[src/rtl/vga_mix_pkg.sv]
// Shared types and width helpers for the VGA layer mixer and its fade controller.
package vga_mix_pkg;

    typedef enum logic [1:0] {
        IDLE     = 2'd0,
        FADE_OUT = 2'd1,
        BLACK    = 2'd2,
        FADE_IN  = 2'd3
    } fade_state_t;

    typedef struct packed {
        logic [10:0] hcount;
        logic [10:0] vcount;
        logic        hsync;
        logic        vsync;
        logic        hblnk;
        logic        vblnk;
    } vga_timing_t;

    function automatic int pix_w(input int color_w);
        return 3 * color_w;
    endfunction

    // One extra bit so the level can hold FADE_STEPS itself (full brightness).
    function automatic int level_w(input int fade_steps);
        return $clog2(fade_steps) + 1;
    endfunction

endpackage

[src/rtl/vga_fade_ctl.sv]
// Frame-synchronous fade FSM: level steps once every FRAMES_PER_STEP vsync rising edges.
// Level and state update on the step edge; fade_busy/fade_black are registered decodes one cycle behind the state.
module vga_fade_ctl
    import vga_mix_pkg::*;
#(
    parameter int FADE_STEPS      = 16,
    parameter int FRAMES_PER_STEP = 2,
    parameter int LEVEL_W         = $clog2(FADE_STEPS) + 1
) (
    input  logic               clk,
    input  logic               rst,
    input  logic               vsync_in,
    input  logic               fade_out_req,
    input  logic               fade_in_req,
    output logic [LEVEL_W-1:0] level,
    output logic               fade_busy,
    output logic               fade_black
);

    localparam logic [LEVEL_W-1:0] LVL_FULL = LEVEL_W'(FADE_STEPS);
    localparam logic [LEVEL_W-1:0] LVL_PRE  = LEVEL_W'(FADE_STEPS - 1);
    localparam logic [LEVEL_W-1:0] LVL_ONE  = LEVEL_W'(1);
    localparam logic [3:0]         FRM_LAST = 4'(FRAMES_PER_STEP - 1);

    fade_state_t        state_q, state_d;
    logic [LEVEL_W-1:0] level_q, level_d;
    logic [3:0]         frm_q, frm_d;
    logic               vs_q;
    logic               busy_q, black_q;

    logic tick, step, out_only, in_only;

    assign tick     = vsync_in & ~vs_q;
    assign step     = tick && (frm_q == FRM_LAST);
    assign out_only = fade_out_req & ~fade_in_req;
    assign in_only  = fade_in_req & ~fade_out_req;

    always_comb begin
        state_d = state_q;
        level_d = level_q;
        frm_d   = frm_q;
        // The frame counter only runs while fading, so every fade starts from a fresh count.
        if (tick) begin
            frm_d = step ? 4'd0 : frm_q + 4'd1;
        end
        case (state_q)
            IDLE: begin
                frm_d = 4'd0;
                if (out_only) state_d = FADE_OUT;
            end
            BLACK: begin
                frm_d = 4'd0;
                if (in_only) state_d = FADE_IN;
            end
            FADE_OUT: begin
                if (in_only) begin
                    state_d = FADE_IN;
                end else if (level_q == '0) begin
                    state_d = BLACK;
                end else if (step) begin
                    level_d = level_q - LVL_ONE;
                    if (level_q == LVL_ONE) state_d = BLACK;
                end
            end
            FADE_IN: begin
                if (out_only) begin
                    state_d = FADE_OUT;
                end else if (level_q == LVL_FULL) begin
                    state_d = IDLE;
                end else if (step) begin
                    level_d = level_q + LVL_ONE;
                    if (level_q == LVL_PRE) state_d = IDLE;
                end
            end
            default: state_d = IDLE;
        endcase
    end

    always_ff @(posedge clk or negedge rst) begin
        if (!rst) begin
            state_q <= IDLE;
            level_q <= LVL_FULL;
            frm_q   <= 4'd0;
            vs_q    <= 1'b0;
            busy_q  <= 1'b0;
            black_q <= 1'b0;
        end else begin
            state_q <= state_d;
            level_q <= level_d;
            frm_q   <= frm_d;
            vs_q    <= vsync_in;
            busy_q  <= (state_q == FADE_OUT) || (state_q == FADE_IN);
            black_q <= (state_q == BLACK);
        end
    end

    assign level      = level_q;
    assign fade_busy  = busy_q;
    assign fade_black = black_q;

endmodule

[src/rtl/vga_layer_mixer.sv]
// Priority layer compositor with colour-key transparency, per-layer enable and frame-synchronous fade.
// Two-cycle latency on pixel and timing outputs; free-running pixel stream with no backpressure.
module vga_layer_mixer
    import vga_mix_pkg::*;
#(
    parameter int                   NUM_LAYERS      = 4,
    parameter int                   COLOR_W         = 4,
    parameter logic [3*COLOR_W-1:0] KEY_COLOR       = '0,
    parameter int                   FADE_STEPS      = 16,
    parameter int                   FRAMES_PER_STEP = 2
) (
    input  logic                                  clk,
    input  logic                                  rst,
    input  logic [10:0]                           hcount_in,
    input  logic [10:0]                           vcount_in,
    input  logic                                  hsync_in,
    input  logic                                  vsync_in,
    input  logic                                  hblnk_in,
    input  logic                                  vblnk_in,
    input  logic [NUM_LAYERS-1:0][3*COLOR_W-1:0]  layer_rgb,
    input  logic [NUM_LAYERS-1:0]                 layer_en,
    input  logic                                  fade_out_req,
    input  logic                                  fade_in_req,
    output logic [10:0]                           hcount_out,
    output logic [10:0]                           vcount_out,
    output logic                                  hsync_out,
    output logic                                  vsync_out,
    output logic                                  hblnk_out,
    output logic                                  vblnk_out,
    output logic [3*COLOR_W-1:0]                  rgb_out,
    output logic                                  fade_busy,
    output logic                                  fade_black
);

    localparam int PIX_W   = pix_w(COLOR_W);
    localparam int LEVEL_W = level_w(FADE_STEPS);
    localparam int FADE_SH = LEVEL_W - 1;
    localparam int PROD_W  = COLOR_W + LEVEL_W;

    if (NUM_LAYERS < 2 || NUM_LAYERS > 8) begin : g_bad_layers
        $error("vga_layer_mixer: NUM_LAYERS must be 2..8");
    end
    if (FADE_STEPS < 2 || FADE_STEPS > 64 || (FADE_STEPS & (FADE_STEPS - 1)) != 0) begin : g_bad_steps
        $error("vga_layer_mixer: FADE_STEPS must be a power of two in 2..64");
    end
    if (FRAMES_PER_STEP < 1 || FRAMES_PER_STEP > 15) begin : g_bad_frames
        $error("vga_layer_mixer: FRAMES_PER_STEP must be 1..15");
    end

    vga_timing_t        tim_in, tim1_q, tim2_q;
    logic [PIX_W-1:0]   sel_pix, pix1_q, faded, rgb_q;
    logic [LEVEL_W-1:0] level;
    logic [PROD_W-1:0]  prod;

    assign tim_in = '{hcount: hcount_in, vcount: vcount_in, hsync: hsync_in,
                      vsync: vsync_in, hblnk: hblnk_in, vblnk: vblnk_in};

    vga_fade_ctl #(
        .FADE_STEPS      (FADE_STEPS),
        .FRAMES_PER_STEP (FRAMES_PER_STEP),
        .LEVEL_W         (LEVEL_W)
    ) u_fade_ctl (
        .clk          (clk),
        .rst          (rst),
        .vsync_in     (vsync_in),
        .fade_out_req (fade_out_req),
        .fade_in_req  (fade_in_req),
        .level        (level),
        .fade_busy    (fade_busy),
        .fade_black   (fade_black)
    );

    // Scan from lowest priority upward so the lowest visible index overwrites the rest.
    always_comb begin
        sel_pix = KEY_COLOR;
        for (int i = NUM_LAYERS - 1; i >= 0; i--) begin
            if (layer_en[i] && (layer_rgb[i] != KEY_COLOR)) sel_pix = layer_rgb[i];
        end
    end

    always_comb begin
        faded = '0;
        prod  = '0;
        for (int c = 0; c < 3; c++) begin
            prod = PROD_W'(pix1_q[c*COLOR_W +: COLOR_W]) * PROD_W'(level);
            faded[c*COLOR_W +: COLOR_W] = COLOR_W'(prod >> FADE_SH);
        end
    end

    always_ff @(posedge clk or negedge rst) begin
        if (!rst) begin
            tim1_q <= '0;
            tim2_q <= '0;
            pix1_q <= '0;
            rgb_q  <= '0;
        end else begin
            tim1_q <= tim_in;
            pix1_q <= sel_pix;
            tim2_q <= tim1_q;
            rgb_q  <= (tim1_q.hblnk || tim1_q.vblnk) ? '0 : faded;
        end
    end

    assign hcount_out = tim2_q.hcount;
    assign vcount_out = tim2_q.vcount;
    assign hsync_out  = tim2_q.hsync;
    assign vsync_out  = tim2_q.vsync;
    assign hblnk_out  = tim2_q.hblnk;
    assign vblnk_out  = tim2_q.vblnk;
    assign rgb_out    = rgb_q;

endmodule

[config.mk]
export PLATFORM = sky130hd
export DESIGN_NAME = vga_layer_mixer
export DESIGN_NICKNAME = d
export VERILOG_FILES = /design/src/rtl/vga_mix_pkg.sv /design/src/rtl/vga_fade_ctl.sv /design/src/rtl/vga_layer_mixer.sv
export SDC_FILE = /design/constraint.sdc
export NUM_CORES = 1
export LEC_CHECK = 0
export ABC_AREA = 1
export CAP_MARGIN = 15
export CORE_AREA = 2 2 105 107
export CTS_CLUSTER_SIZE = 40
export DETAILED_ROUTE_END_ITERATION = 8
export DIE_AREA = 0 0 107 109
export PLACE_DENSITY = 0.9
export SLEW_MARGIN = 20
export SYNTH_ARGS = -nofsm -noshare
export SYNTH_HDL_FRONTEND = slang
export SYNTH_SLANG_ARGS = --single-unit
export TNS_END_PERCENT = 1
[constraint.sdc]
create_clock -name clk -period 5.5 [get_ports clk]
set_clock_uncertainty 0.05 [all_clocks]
set_input_delay 0.825 -clock clk [delete_from_list [all_inputs] [get_ports clk]]
set_output_delay 0.825 -clock clk [all_outputs]
set_load 0.02 [all_outputs]
# After elaboration in Yosys (flattened, before gate mapping)
# Index checks and enable logic that the tools add are counted.
[word_totals]
out_inout_bits = 40
ff_bits = 89
[op_classes]
add_sub_neg = 3
mux = 26
bitwise = 6
reduce_logical = 18
eq_ne = 19
mul = 3
[op_table]
columns = ["cell", "count"]
rows = [
  ["12-bit 2-to-1 mux", 5],
  ["12-bit nonzero test", 4],
  ["5-bit 2-to-1 mux", 6],
  ["4-bit by 5-bit multiplier with 8-bit output", 3],
  ["2-bit 2-to-1 mux", 10],
  ["4-bit by 1-bit != test with 1-bit output (second input constant)", 4],
  ["4-bit 2-to-1 mux", 3],
  ["5-bit case mux with 2 select lines", 1],
  ["2-bit by 1-bit != test with 1-bit output (second input constant)", 4],
  ["2-bit != test (second input constant)", 4],
  ["2-bit case mux with 4 select lines", 1],
  ["7-bit AND reduction", 1],
  ["6-bit AND reduction", 1],
  ["5-bit by 1-bit adder with 5-bit output (second input constant)", 1],
  ["5-bit by 1-bit equality test with 1-bit output (second input constant)", 1],
  ["5-bit by 4-bit equality test with 1-bit output (second input constant)", 1],
  ["5-bit equality test (second input constant)", 1],
  ["1-bit logical AND", 5],
  ["5-bit zero test", 1],
  ["5-bit by 1-bit subtractor with 5-bit output (second input constant)", 1],
  ["4-bit by 1-bit adder with 4-bit output (second input constant)", 1],
  ["2-bit equality test (second input constant)", 2],
  ["4-bit by 1-bit equality test with 1-bit output (second input constant)", 1],
  ["2-bit nonzero test", 2],
  ["6 further kinds", 11],
]

# Longest topological paths before layout
# Gate-level depths: netlist of the first run.
[logic_depth]
ltp_word = 7
mapped_depth = 16
mapped_depth_nobuf = 14

# By module
# A second synthesis of the first run with hierarchy kept.
[unflattened]
hier_cells = 656
area_unflattened_um2 = 5382.7
[by_module_without_submodules]
columns = ["mod", "seq_area_each_um2", "cells_per_inst", "area_per_inst_um2", "n_inst"]
rows = [
  ["vga_layer_mixer", 1901.8, 514, 4286.6, 1],
  ["vga_fade_ctl", 351.6, 142, 1096.1, 1],
]

# Worst setup path before layout of the first run
# Ideal clock, no wire load.
[synth_timing]
path_kind = "register to register"
startpoint = "register u_fade_ctl.level_q[1], in the netlist u_fade_ctl.level[1]"
endpoint = "register rgb_q[11], in the netlist rgb_out[11]"
path_buffers = 2
t_required_ps = 5379
path_slack_ps = 2498
period_less_slack_ps = 3002
arrival_ps = 2880
stages_incl_launch_ff = 16
path_cell_list = "dfrtp_1 buf_4 clkbuf_1 nand2_1 inv_1 fa_1 inv_1 fa_1 inv_1 ha_1 a21oi_1 o21ai_0 o21bai_1 nand2_1 nand2_1 nor2_1"
[synth_via]
elab_chain_len = 2
[synth_rtl]
columns = ["item", "line_no", "text"]
rows = [
  ["start: declaration", "vga_fade_ctl.sv:26", "logic [LEVEL_W-1:0] level_q, level_d;"],
  ["start signal: assignment", "vga_fade_ctl.sv:89", "level_q <= level_d;"],
  ["4-bit by 5-bit multiplier with 8-bit output", "vga_layer_mixer.sv:85", "prod = PROD_W'(pix1_q[c*COLOR_W +: COLOR_W]) * PROD_W'(level);"],
  ["12-bit 2-to-1 mux", "vga_layer_mixer.sv:100", "rgb_q <= (tim1_q.hblnk || tim1_q.vblnk) ? '0 : faded;"],
  ["end signal: assignment", "vga_layer_mixer.sv:100", ""],
  ["end: declaration", "vga_layer_mixer.sv:51", "logic [PIX_W-1:0] sel_pix, pix1_q, faded, rgb_q;"],
]
# No other way between the ends.
# A chain may end at the register's enable or synchronous reset.

# Worst setup path in the final report of the first run
[layout_timing]
startpoint = "register u_fade_ctl.level_q[2], in the netlist u_fade_ctl.level[2]"
endpoint = "register rgb_q[11], in the netlist rgb_out[11]"
# Same word-level chain as after synthesis.

==> key figures, run 1 <==
Final layout
  – Synthesis-to-finish area growth: 27.64%
  – Share of cells above drive strength 1: 4.830%
  – Final std cells w/o fill: 906
  – Finished Cell Area: 6731 sq um
  – Nets: 896
  – Fillers: 866
  – # diodes: 0

Critical path
  – Crit. End Element: flop
  – Critical path type: reg -> reg
  – Startpoint types: flop
  – Worst EP arrival: 3.44 ns
  – Crit path required time: 5.76 ns
  – Critical path fanouts, max: 19

Clock network
  – Worst-Skew Late Latency: 0.36 ns
  – Worst-path clk slew: 0.09 ns
  – Longest Clk Path Bufs: 2
  – Post-cts resize count: 0
  – CTS buffer count: 9
  – Post-CTS Hold Buffers: 0
  – Root buffer cell: clkbuf_8
  – CTS sink cnt: 89
  – TritonCTS clock tree: done
  – Post-CTS Setup Repair Bufs: 0
  – H-tree lvl count: 3

Floorplanning
  – Die height: 109 microns
  – Die area: 11660 sq um
  – IO Count: 122
  – Starting Density: 49.74%
  – Die width: 107 microns
  – FP Rows: 38
  – Core area: 10600 sq um

Pwr
  – Pwr Total: 2174 uW
  – Power per Cell Area: 323.0 nW/um^2
  – VDD IR max: 0.0001612 V
  – Cell leakage power: 0.003568 uW

Job
  – Max cap viols: 0

Global route
  – First-pass GRT wire length: 18400 microns
  – Antenna violations before repair: 0
  – Number of global-route vias before repair: 4156
  – GRT Total Usage: 20.14%
  – Largest net degree at the start of global routing: 65
  – GR Overflow Total: 0

Route
  – Vias/cell: 4.738
  – First-pass detailed-route iteration total: 5
  – Iteration-0 DRC count of the detailed router: 243
  – Via count: 4293
  – Wire per inst: 11.74 microns
  – Total Routed Length: 10630 microns
  – ANT nets after route: 0
  – DRC viols: 0

Synth
  – Sequential element share of the synthesized area: 42.25%
  – Post-synth EDFFs: 0
  – Async set-reset flop share out of synthesis: 100.0%
  – Synth top area share: 41.76%
  – Post-synth cell types: 39
  – Post-Synthesis Cells: 648
  – Synth Warn #: 0
  – Synth Area per Inst: 8.139 sq um
  – Mapped Area: 5274 sq um
  – Largest area contributor in the netlist: dfrtp_1
  – Ranking of synthesized cells by area: dfrtp_1, nand2_1, ha_1
  – Syn_nets: 783
  – Yosys reg bits: 89
  – Main flop type after synthesis: dfrtp_1

Timing
  – Count of final max-slew check failures: 0
  – Min cycle time layout: 3.184 ns
  – Setup tns final: 0 ns
  – Final period util: 57.89%
  – Actual slew at the worst max-slew pin: 0.7638 ns
  – Slew HR: 48.89%
  – RSZ-0062 raised after global routing: no
  – Fin. Hold Viols: 0
  – Setup-failing EPs final: 0
  – FMAX: 0.3141 GHz

Placed design
  – RePlAce Congestion: 0.8953
  – Placed insts: 890
  – Placed Instance Area: 6543 sq um
  – HPWL Detailed: 8370 microns
  – Buffers on Ports: 121

Hold path
  – Hold Crit Class: in -> async

Outcome
  – Run status: completed
## layer usage
layer / share of wire (%) / track usage (%)
met4: 1.6 / 6.957
met3: 5.5 / 3.347
met2: 49 / 35.49
met5: 0 / 0
met1: 44 / 25.19
## synthesized netlist by cell type, types with 2 or more instances
cell type,n
inv_1,108
ha_1,38
o22ai_1,2
a21oi_1,17
buf_6,3
dfrtp_1,88
o21ai_1,2
nand3b_1,6
o21ai_0,9
nand4_1,2
o211ai_1,3
clkbuf_1,7
o21bai_1,2
fa_1,15
inv_2,2
buf_2,3
nand2_1,197
and2_1,2
nor2_4,2
xor2_1,9
nor3_1,2
xnor2_1,4
nor2_2,2
buf_4,5
nand3_1,53
nand2_2,4
clkbuf_2,2
nor2_1,48
## sequential cells by signal, summed over array words and instances, names as in the netlist, 2 cells and up
register and cells:
hcount_out 11, rgb_out 12, pix1_q 12, vcount_out 11, u_fade_ctl.frm_q 4, u_fade_ctl.state_q 2
u_fade_ctl.level 5, tim1_q 25
## worst paths after layout
| kind | start | end | slack [ns] | depth (start not counted) |
|---|---|---|---|---|
| min in group clk | tim1_q[9] | vcount_out[5] | 0.30 | 0 |
| max reg2reg | u_fade_ctl.level[2] | rgb_out[11] | 2.32 | 13 |
| max in group asynchronous | rst | hcount_out[2] | 4.05 | 2 |
| min | rst | u_fade_ctl.fade_black | 0.30 | 1 |
| min reg2reg | tim1_q[9] | vcount_out[5] | 0.30 | 0 |
| max | u_fade_ctl.level[2] | rgb_out[11] | 2.32 | 13 |
## power by group
group          internal (uW)  leakage, uW  switching [uW]
clock network            183    0.0000987             236
logic                    385      0.00239             517
registers                734      0.00108             120
total                   1300      0.00357             873
## stage by stage
stage,setup slack (ns),util [%],hold WS (ns)
detailed placement,2.357,61.71,0.2847
CTS,2.324,63.49,0.2991
global placement,2.434,61.71,0.2810
finish,2.316,63.49,0.3000
global route,2.081,63.49,0.3108
floorplan,2.498,-,0.2812
## area by class of cell
| type | count | area (sq um) | area share (%) |
|---|---|---|---|
| repair buffers | 122 | 1216 | 18.07 |
| clock inverters | 6 | 51.30 | 0.7621 |
| inverters | 110 | 412.9 | 6.134 |
| multi-input cells | 429 | 2510 | 37.29 |
| clock buffers | 10 | 137.6 | 2.045 |
| well taps | 140 | 175.2 | 2.602 |
| flip-flops and latches | 89 | 2228 | 33.10 |
## critical path, stage by stage, from the launching register on
cell      delay (ns)
dfrtp_1         0.66
nand2_1         0.17
inv_1           0.07
fa_1            0.50
inv_1           0.06
fa_1            0.52
inv_1           0.04
ha_1            0.34
a21oi_1         0.25
o21ai_0         0.10
o21bai_1        0.17
nand2_1         0.06
nand2_1         0.04
nor2_1          0.10
## cells by family after synthesis
family / count (synthesis) / synth area share [%]
and+or+nand+nor: 325 / 26.67
buffers and inverters: 130 / 10.15
DFF: 89 / 42.25
adders and majority gates: 53 / 14.71
AOI/OAI and AO/OA: 38 / 4.057
xor gates and xnor gates: 13 / 2.159
## cell usage in the layout (no fill, tap or decap), drive strengths merged, types with 4 or more instances in the layout
cell type and n:
nand2 201, clkdlybuf4s50 120, inv 112, dfrtp 88, nand3 54, nor2 53, ha 38, a21oi 18
fa 15, o21ai 12, clkbuf 10, xor2 9, nand3b 6, xnor2 4, clkinv 4, nor3 4
Power figures use the tool's default switching activity.
==> run 2, diff against run 1 <==
Settings changed: CORE_AREA 2 2 105 107 to 2 2 111 113, DIE_AREA 0 0 107 109 to 0 0 113 115, PLACE_DENSITY 0.9 to 0.86.
Clock period 5.5 ns to 2.8 ns, I/O delays scaled along.
==> run 2 against run 1 <==
  * The run now ends with design-rule violations left
  * Worst setup slack worse by 2.2 ns
  * Total power up 130%
  * Cell count up 3.0%
  * Via count up 3.6%
  * Sequential power up 88%
==> key figures, run 2 (synthesis gave the netlist of run 1 again) <==
Critical path
  – Top Family by Delay on Critical Path: adder cells
  – CP dominant cell by count: nand2_1
  – Crit path required time: 2.99 ns (-2.77 ns)
  – Worst EP arrival: 2.91 ns (-0.53 ns)
  – Critical path type: reg -> reg
  – Crit. End Element: flop
  – Slowest stage delay, CP: 0.52 ns (-0.14 ns)
  – RR Startpoint: u_fade_ctl.level[1]
  – Critical path fanouts, max: 7 (-12)
  – Reg2Reg Depth: 13 (unchanged)
  – R2r setup slk: 0.08 ns (-2.23 ns)
  – CP bufs+invs: 2 (-1)
  – Critical R2R Capture: rgb_out[7]
  – CP cell instances: buf_4 > nand2_1 > fa_1 > inv_1 > fa_2 > ha_4 > nand2_1 > nor2_1 > nand3_1 > o211ai_1 > nand2_1 > nand2_1 > nor2_1
  – Critical path's slowest cell: fa_1
  – Startpoint types: flop

Placed design
  – Placed Instance Area: 6680 sq um (+2.1%)
  – Buffers on Ports: 121 (unchanged)
  – Placed insts: 907 (+1.9%)
  – HPWL Detailed: 8516 microns (+1.7%)
  – Pre-CTS WS: -0.02155 ns (-2.379 ns)
  – RePlAce Congestion: 0.8920 (-0.37%)

Timing
  – Final period util: 97.07% (+39 points)
  – Min cycle time layout: 2.718 ns (-0.4656 ns)
  – Setup tns final: 0 ns (unchanged)
  – RSZ-0062 raised after global routing: yes
  – Slew HR: 46.98% (-1.9 points)
  – FMAX: 0.3679 GHz (+17%)
  – Fin. Hold Viols: 0 (unchanged)
  – Actual slew at the worst max-slew pin: 0.7924 ns (+0.02859 ns)
  – Count of final max-slew check failures: 0 (unchanged)
  – Post-route setup slack: 0.08193 ns (-2.234 ns)
  – Setup-failing EPs final: 0 (unchanged)

Pwr
  – VDD IR max: 0.0003790 V (+140%)
  – Power per Cell Area: 700.8 nW/um^2 (+120%)
  – Cell leakage power: 0.003691 uW (+3.4%)

Clock network
  – Longest Clk Path Bufs: 2 (unchanged)
  – Worst-path clk slew: 0.07 ns (-0.02 ns)
  – CTS buffer count: 9 (unchanged)
  – Worst-Skew Late Latency: 0.34 ns (-0.02 ns)
  – CTS sink cnt: 89 (unchanged)
  – TritonCTS clock tree: done
  – Root buffer cell: clkbuf_16
  – H-tree lvl count: 3 (unchanged)

Floorplanning
  – IO Count: 122 (unchanged)
  – Die area: 13000 sq um (+11%)
  – Core area: 11810 sq um (+11%)
  – Starting Density: 44.65% (-5.1 points)
  – FP Rows: 40 (+5.3%)
  – Die height: 115 microns (+5.5%)
  – Die width: 113 microns (+5.6%)

Final layout
  – Seq. cell area: 2237 sq um (+0.39%)
  – Finished Cell Area: 7129 sq um (+5.9%)
  – Share of cells above drive strength 1: 10.69% (+5.9 points)
  – Fillers: 986 (+14%)
  – Biggest register: tim1_q
  – Synthesis-to-finish area growth: 35.18%
  – Most common cell after layout, fill and taps aside: nand2_1
  – Final core occ: 60.36% (-3.1 points)
  – Nets: 916 (+2.2%)
  – Final std cells w/o fill: 933 (+3.0%)
  – Area of the multi-input gates: 2615 sq um (+4.2%)
  – Largest register FFs: 25 (unchanged)
  – Most frequent cells in the layout: nand2_1, clkdlybuf4s50_1, inv_1
  – # diodes: 0 (unchanged)

Outcome
  – Failing checks: design-rule violations
  – Run status: complete, but fails checks

Route
  – Total Routed Length: 11380 microns (+7.0%)
  – Vias/cell: 4.768 (+0.63%)
  – Iteration-0 DRC count of the detailed router: 294 (+21%)
  – First-pass detailed-route iteration total: 9 (+4)
  – DRC viols: 8 (+8)
  – Wire per inst: 12.20 microns (+3.9%)
  – Via count: 4449 (+3.6%)
  – ANT nets after route: 0 (unchanged)

Job
  – Max cap viols: 0 (unchanged)

Global route
  – GRT Total Usage: 17.91% (-2.2 points)
  – GR Overflow Total: 0 (unchanged)
  – Number of global-route vias before repair: 4292 (+3.3%)
  – Antenna violations before repair: 0 (unchanged)
  – Largest net degree at the start of global routing: 56 (-14%)
  – First-pass GRT wire length: 18850 microns (+2.4%)

Hold path
  – Hold Crit Class: reg -> reg
  – Hold_sp: tim1_q[14]
  – Worst Hold Depth: 0
  – Hold EP: vcount_out[10]
-- run 2: cell count changes in the layout (fill, tap and decap cells not counted), sizes merged --
cell,delta
buf,+19
clkbuf,-1
clkinv,-2
clkinvlp,+1
dlygate4sd3,+1
inv,+2
-- run 2: through the flow --
stage | hold slack (ns) | power (uW)
2_1_floorplan | 0.07441 | 3016
3_3_place_gp | 0.2814 | 3540
3_5_place_dp | 0.2847 | 3605
4_1_cts | 0.2965 | 4828
5_1_grt | 0.2979 | 5388
6_report | 0.2946 | 4996
-- run 2: routing by layer --
metal	up-vias	wire length (microns)	track usage (%)
met3	22	795	4.217
met2	158	5516	29.98
met4	0	260	7.480
met5	-	0	0
li1	2244	-	-
met1	2025	4810	22.46
-- run 2: worst register-to-register path, delay by kind of cell, from the launching register on --
kind | cells | cell delay (ns)
buffers and inverters | 2 | 0.22
AO/OA/AOI/OAI | 1 | 0.11
flip-flops | 1 | 0.44
adder cells (fa/ha/maj) | 3 | 1.29
AND/OR/NAND/NOR | 7 | 0.48
-- run 2: area by class of cell --
cell class / instances / share of cell area, %
Inverter: 110 / 5.792
Sequential cell: 89 / 31.38
Clock inverter: 7 / 0.9828
Multi-Input combinational cell: 429 / 36.68
Timing Repair Buffer: 142 / 19.43
Clock buffer: 9 / 3.159
Tap cell: 147 / 2.580
-- run 2: report_power, final --
group / switching (uW) / internal, uW
logic: 1230 / 1000
clock network: 541 / 629
registers: 146 / 1450
-- run 2: timing repair --
item                       4_1_cts  5_1_grt
hold endpoints to repair        33        0
setup endpoints to repair        1        7
resized for setup                3       25
hold buffers                     1        0
buffers inserted                 1        8
pin swaps                        0       19
-- run 2: how the worst max path moves through the flow --
stage	slack [ns]	depth (start not counted)	start	endpoint
after floorplan	0.003	15	u_fade_ctl.level[1]	rgb_out[11]
after global placement	0.07	13	u_fade_ctl.level[1]	rgb_out[11]
after detailed placement	-0.02	13	u_fade_ctl.level[2]	rgb_out[11]
after CTS	0.0004	13	u_fade_ctl.level[2]	rgb_out[11]
after global routing	-0.04	13	u_fade_ctl.level[1]	rgb_out[3]
final	0.08	13	u_fade_ctl.level[1]	rgb_out[7]
==> run 3, diff against run 2 <==
Settings changed: CELL_PAD_IN_SITES_DETAIL_PLACEMENT set to 0, CELL_PAD_IN_SITES_GLOBAL_PLACEMENT set to 2, CORE_AREA 2 2 111 113 to 2 2 146 148, DIE_AREA 0 0 113 115 to 0 0 148 150, PLACE_DENSITY 0.86 to 0.85.
==> run 3 against run 2 <==
  * The run now ends clean
  * Combinational power up 7%
  * Register-to-register slack better by 0.03 ns
  * Sequential power about the same
  * Worst hold slack worse by 0.29 ns
  * Critical path depth up 1
  * Global-route usage down 6.7 points
  * Critical path type unchanged
  * Critical endpoint is now rgb_out[3]
==> key figures, run 3 (synthesis gave the netlist of run 1 again) <==
Outcome
  – Run status: completed

Final layout
  – Final std cells w/o fill: 1079 (+16%)
  – Synthesis-to-finish area growth: 42.02%
  – Most common cell after layout, fill and taps aside: nand2_1
  – Share of cells above drive strength 1: 12.44% (+1.8 points)
  – Final core occ: 36.20% (-24 points)
  – Nets: 934 (+2.0%)
  – Most frequent cells in the layout: nand2_1, clkdlybuf4s50_1, inv_1
  – # diodes: 0 (unchanged)
  – Biggest register: tim1_q
  – Finished Cell Area: 7490 sq um (+5.1%)
  – Largest register FFs: 25 (unchanged)

Route
  – Vias/cell: 3.986 (-16%)
  – First-pass detailed-route iteration total: 4 (-5)
  – Total Routed Length: 11960 microns (+5.1%)
  – DRC viols: 0 (-8)
  – Iteration-0 DRC count of the detailed router: 107 (-64%)
  – ANT nets after route: 0 (unchanged)
  – Wire per inst: 11.09 microns (-9.1%)
  – Via count: 4301 (-3.3%)

Timing
  – Setup-failing EPs final: 0 (unchanged)
  – Final period util: 95.88% (-1.2 points)
  – FMAX: 0.3725 GHz (+1.2%)
  – Fin. Hold Viols: 0 (unchanged)
  – Count of final max-slew check failures: 0 (unchanged)
  – Actual slew at the worst max-slew pin: 0.5373 ns (-0.2551 ns)
  – Slew HR: 64.18% (+17 points)
  – Min cycle time layout: 2.685 ns (-0.03352 ns)

Clock network
  – CTS buffer count: 9 (unchanged)
  – Root buffer cell: clkbuf_16
  – Worst-path clk slew: 0.07 ns (about the same)
  – TritonCTS clock tree: done
  – Worst-Skew Late Latency: 0.34 ns (about the same)
  – Longest Clk Path Bufs: 2 (unchanged)
  – H-tree lvl count: 3 (unchanged)
  – CTS sink cnt: 89 (unchanged)
  – Post-CTS Hold Buffers: 0 (-1)

Placed design
  – Placed insts: 1053 (+16%)
  – Buffers on Ports: 121 (unchanged)
  – HPWL Detailed: 9639 microns (+13%)
  – RePlAce Congestion: 0.7870 (-12%)
  – Placed Instance Area: 6975 sq um (+4.4%)

Pwr
  – Power per Cell Area: 701.6 nW/um^2 (+0.12%)
  – VDD IR max: 0.0003571 V (-5.8%)
  – Cell leakage power: 0.003806 uW (+3.1%)
  – Pwr Total: 5255 uW (+5.2%)

Critical path
  – Worst EP arrival: 2.87 ns (-0.04 ns)
  – Critical path type: reg -> reg
  – Crit path required time: 2.98 ns (about the same)
  – R2r setup slk: 0.12 ns (+0.03 ns)
  – Critical path fanouts, max: 5 (-2)
  – Crit. End Element: flop
  – Startpoint types: flop

Global route
  – GR Overflow Total: 0 (unchanged)
  – Antenna violations before repair: 0 (unchanged)
  – Number of global-route vias before repair: 4275 (-0.40%)
  – First-pass GRT wire length: 20050 microns (+6.4%)
  – Largest net degree at the start of global routing: 49 (-13%)
  – GRT Total Usage: 11.20% (-6.7 points)

Floorplanning
  – FP Rows: 53 (+33%)
  – IO Count: 122 (unchanged)
  – Starting Density: 25.49% (-19 points)
  – Core area: 20690 sq um (+75%)
  – Die area: 22200 sq um (+71%)
  – Die height: 150 microns (+30%)
  – Die width: 148 microns (+31%)

Job
  – Max cap viols: 0 (unchanged)

Hold path
  – Hold Crit Class: in -> async
## run 3: report_power, final
group	switching [uW]	internal, uW
logic	1250	1140
registers	143	1450
clock network	549	723
total	1940	3310
## run 3: area by class of cell
cell class	count	area (sq um)
clock buffer	9	225.2
tap	275	344.1
inverter	110	412.9
multi-input combinational	429	2653
sequential	89	2235
fill	2180	13200
timing repair buffer	160	1523
clock inverter	7	97.59
## run 3: per-layer routing
| metal | track usage (%) | routed length [microns] | vias up |
|---|---|---|---|
| met5 | 0 | 0 | - |
| met4 | 3.286 | 148 | 0 |
| met3 | 1.951 | 584 | 10 |
| met2 | 17.18 | 5081 | 117 |
| met1 | 16.13 | 6150 | 1894 |
| li1 | - | - | 2280 |
## run 3: critical path, cell delays in order, from the launching register on
cell	delay (ns)
dfrtp_2	0.43
buf_6	0.13
buf_4	0.11
nand2_2	0.05
fa_1	0.51
inv_1	0.05
fa_1	0.44
ha_1	0.30
nand2_1	0.05
nor2_1	0.08
nand3_1	0.07
o211ai_1	0.13
nand2_1	0.08
nand2_1	0.06
nor2_1	0.04
## run 3: repair_timing
item	in CTS	in global routing
hold endpoints to repair	0	0
setup buffers	0	10
endpoints found under the setup margin	1	10
pin swaps	0	18
resized for setup	2	26
## run 3: final timing paths
| check | from | end | depth (start not counted) |
|---|---|---|---|
| max | u_fade_ctl.level[2] | rgb_out[3] | 14 |
| min reg2reg | tim1_q[24] | hcount_out[9] | 0 |
| min | rst | vcount_out[4] | 1 |
| max in group asynchronous | rst | rgb_out[3] | 2 |
| min in group clk | tim1_q[24] | hcount_out[9] | 0 |
| max reg2reg | u_fade_ctl.level[2] | rgb_out[3] | 14 |
## run 3: stage by stage
stage | worst slack, ns | TNS, ns | hold slack (ns)
2_1_floorplan | 0.003343 | 0 | 0.07441
3_5_place_dp | 0.01154 | 0 | 0.2847
3_3_place_gp | 0.03634 | 0 | 0.2817
6_report | 0.1154 | 0 | 0.009107
4_1_cts | 0.04051 | 0 | 0.01784
5_1_grt | -0.02563 | -0.04300 | 0.04673
==> variant 1: new RTL, settings of run 2 <==
`pix1_q` and `rgb_q` no longer have a reset.
--- a/src/rtl/vga_layer_mixer.sv
+++ b/src/rtl/vga_layer_mixer.sv
@@ -91,14 +91,15 @@
         if (!rst) begin
             tim1_q <= '0;
             tim2_q <= '0;
-            pix1_q <= '0;
-            rgb_q  <= '0;
         end else begin
             tim1_q <= tim_in;
-            pix1_q <= sel_pix;
             tim2_q <= tim1_q;
-            rgb_q  <= (tim1_q.hblnk || tim1_q.vblnk) ? '0 : faded;
         end
+    end
+
+    always_ff @(posedge clk) begin
+        pix1_q <= sel_pix;
+        rgb_q  <= (tim1_q.hblnk || tim1_q.vblnk) ? '0 : faded;
     end
 
     assign hcount_out = tim2_q.hcount;
Behaviour: not the same (Yosys sat finds a counterexample within 4 cycles, from zero or initial values and one cycle with rst low).
==> variant 1 against run 2 <==
  * The run still ends with DRC left
  * Setup slack lost 0.020 ns
  * Die area is the same
  * Cell count is the same
  * Sequential cell count is the same
  * Design area shrank 2.1%
  * Routed wire length shrank 0.18%
  * Power grew 7.3%
  * Synthesized area shrank 2.1%
  * Critical path type unchanged
==> variant 1: results (changes against run 2) <==
[route]
drt-total-wl_um = 11400  ; -0.18%
drtIter0Drc = 316  ; +7.5%
post_drt_wl_per_cell_um = 12.2  ; -0.18%
drc = 14  ; +6

[pwr]
ir_drop_mv = 0.365  ; -3.7%
comb_power_share = 0.477  ; +0.031
power_leakage_nw = 3.55  ; -3.9%
p_int_mw = 3.26  ; +5.8%

[grt]
grt_start_max_net_pins = 36  ; -36%
grt_first_pass_wirelength_um = 18800  ; -0.14%
grt_pass1_vias = 4270  ; -0.51%

[place]
dp_hpwl_um = 8900  ; +4.5%
gp_congestion = 0.864  ; -3.2%
place_ws_ns = -0.00867  ; +0.0129 ns

[finish]
signal_buffers = 141  ; -0.70%
comb.multi_input.count = 434  ; +1.2%
n_all_inverters = 106  ; -3.6%
final-nonclk-buf-share = 0.196  ; +0.00174
multi_input_area_share = 0.376  ; +0.00894
final-clk-cell-share = 0.0425  ; +0.00105
fillers = 1025  ; +4.0%
clock_buffers = 10  ; +1

[logic_synthesis]
yosysSeqAreaShare = 0.408  ; -0.0144
synth_compound_area_frac = 0.0405  ; -0.000114
yosys.cell_types.count = 37  ; -5.1%
yosys-top-cells-count = 197 x nand2_1, 97 x inv_1, 64 x dfrtp_1
synthTopCellsByArea = dfrtp_1 31%, nand2_1 14%, dfxtp_1 9.3%, ha_1 9.2%, inv_1 7.0%

[outcome]
outcome = complete, but fails checks
violations = DRC

[critical_path]
max_stage_delay_ns = 0.55  ; +0.03 ns

[sta]
tightest_slew_ns = 0.690  ; -0.103 ns

-- variant 1: cell count changes after synthesis, moves of 7 or more --
| cell | run 2 | this run |
|---|---|---|
| inv_1 | 108 | 97 |
| dfxtp_1 | 0 | 24 |
| clkinv_1 | 0 | 8 |
| nand3_1 | 53 | 60 |
| dfrtp_1 | 88 | 64 |
-- variant 1: what timing repair did --
action,in CTS,in global routing
hold buffers,0,0
buffers inserted,0,4
setup endpoints to repair,1,5
resized for setup,2,9
pin swaps,0,10
gates cloned,0,0
-- variant 1: kinds of logic (layout without fill, tap and decap cells) --
family / count (synthesis) / in the layout
compound gates: 34 / 34
buf+inv: 122 / 263
fa+ha+maj: 53 / 53
simple gates: 334 / 334
flops: 89 / 89
xor+xnor: 13 / 13
-- variant 1: metrics by stage --
stage	setup TNS [ns]	util	power, mW	hold WS (ns)	area, um2
floorplan	-0.0788	-	3.25	0.0744	5180
global placement	0	0.558	3.93	0.281	6590
detailed placement	-0.00867	0.558	4.02	0.285	6590
CTS	0	0.583	5.23	0.0932	6890
global route	-0.135	0.591	5.81	0.133	6980
finish	0	0.591	5.36	0.0742	6980
-- variant 1: routing by layer --
| layer | wire length [um] | track usage | vias to the layer above |
|---|---|---|---|
| met4 | 190 | 0.0463 | 0 |
| met2 | 5480 | 0.323 | 163 |
| li1 | - | - | 2250 |
| met3 | 702 | 0.0279 | 18 |
| met5 | 0 | 0 | - |
| met1 | 4990 | 0.225 | 2018 |
-- variant 1: path summary, 6_finish.rpt --
check | end | slack (ns)
max | rgb_out[3] | 0.06
min reg2reg | vcount_out[2] | 0.29
max in group asynchronous | tim1_q[12] | 2.01
min in group clk | vcount_out[2] | 0.29
min | vcount_out[9] | 0.07
max reg2reg | rgb_out[3] | 0.06
==> variant 2: new RTL, flow settings as in run 2 <==
Made on the original files. The parameter `NUM_LAYERS` goes from 4 to 3.
--- a/src/rtl/vga_layer_mixer.sv
+++ b/src/rtl/vga_layer_mixer.sv
@@ -3,7 +3,7 @@
 module vga_layer_mixer
     import vga_mix_pkg::*;
 #(
-    parameter int                   NUM_LAYERS      = 4,
+    parameter int                   NUM_LAYERS      = 3,
     parameter int                   COLOR_W         = 4,
     parameter logic [3*COLOR_W-1:0] KEY_COLOR       = '0,
     parameter int                   FADE_STEPS      = 16,
Interface: changed (resized layer_en and layer_rgb); port bits go from 122 to 109. No check against the original RTL was run, so the function may have changed too.
==> variant 2 against run 2 <==
  * The run still ends with DRC left
  * Design area is 3.8% lower
  * Power down 4.5%
  * Core utilization down 2.3 points
  * Fmax rose by 1.3%
  * Routed wire length down 9.2%
  * Combinational power shrank 6%
  * Count of clock-buffer cells in the layout rose by 1
  * Synthesized area decreased by 1.9%
  * Sequential cell count is the same
  * Setup slack improved by 0.036 ns
  * Via count fell by 5.9%
  * Critical path type unchanged
  * Critical endpoint unchanged
  * Highest routed layer unchanged
==> variant 2: results (changes against run 2) <==
[finish]
drive_gt1_frac = 0.106  ; -0.00119
nets = 875  ; -4.5%
fillers = 1007  ; +2.1%

[grt]
grtUsageMet1 = 0.206  ; -0.0186
gr-usage-met3 = 0.0374  ; -0.00474
grt_start_max_net_pins = 54  ; -3.6%

[critical_path]
reg2reg_from = pix1_q[7]
cp_max_fo = 3  ; -4

[place]
gp_congestion = 0.857  ; -3.9%
dp_hpwl_um = 7980  ; -6.4%

[outcome]
outcome = complete, but fails checks
violations = DRC

[route]
met2WireLength_um = 5110  ; -7.3%
drc = 8  ; unchanged
post_drt_via_cell_ratio = 4.63  ; -2.9%
wl_met1_um = 4500  ; -6.4%
drtIter0Drc = 271  ; -7.8%
post_drt_wl_per_cell_um = 11.4  ; -6.2%

[pwr]
p_clk_mw = 1.11  ; -5%
comb_power_share = 0.438  ; -0.008
power_leakage_nw = 3.66  ; -0.91%

[hold_path]
worst_hold_path_type = in2async

[sta]
maxSlewHeadroom = 0.444  ; -0.0261

[logic_synthesis]
synth_compound_area_frac = 0.0329  ; -0.00768
yosys.cell_types.count = 36  ; -7.7%

variant 2: cell types whose count changed after synthesis, moves of 6 or more:
cell,before,now
clkinv_1,0,8
nand3_1,53,41
nor2_1,48,42
a21oi_1,17,11
variant 2: per-stage QoR:
step	instance area (um2)	hold slack [ns]	worst slack, ns
6_report	6860	0.0656	0.117
3_3_place_gp	6470	0.281	0.0351
5_1_grt	6860	0.111	-0.0284
2_1_floorplan	5190	0.0744	-0.0213
3_5_place_dp	6470	0.286	-0.0687
4_1_cts	6770	0.0774	0.0272
variant 2: timing repair:
action | 4_1_cts | 5_1_grt
pin swaps | 0 | 17
hold buffers | 0 | 0
setup endpoints to repair | 2 | 8
setup buffers | 2 | 3
resized for setup | 3 | 23
variant 2: final cells by class:
class / instances / share of cell area
multi-input combinational: 403 / 0.358
sequential: 89 / 0.326
timing repair buffer: 129 / 0.182
inverter: 121 / 0.0662
clock buffer: 10 / 0.0349
tap: 147 / 0.0268
clock inverter: 5 / 0.00566
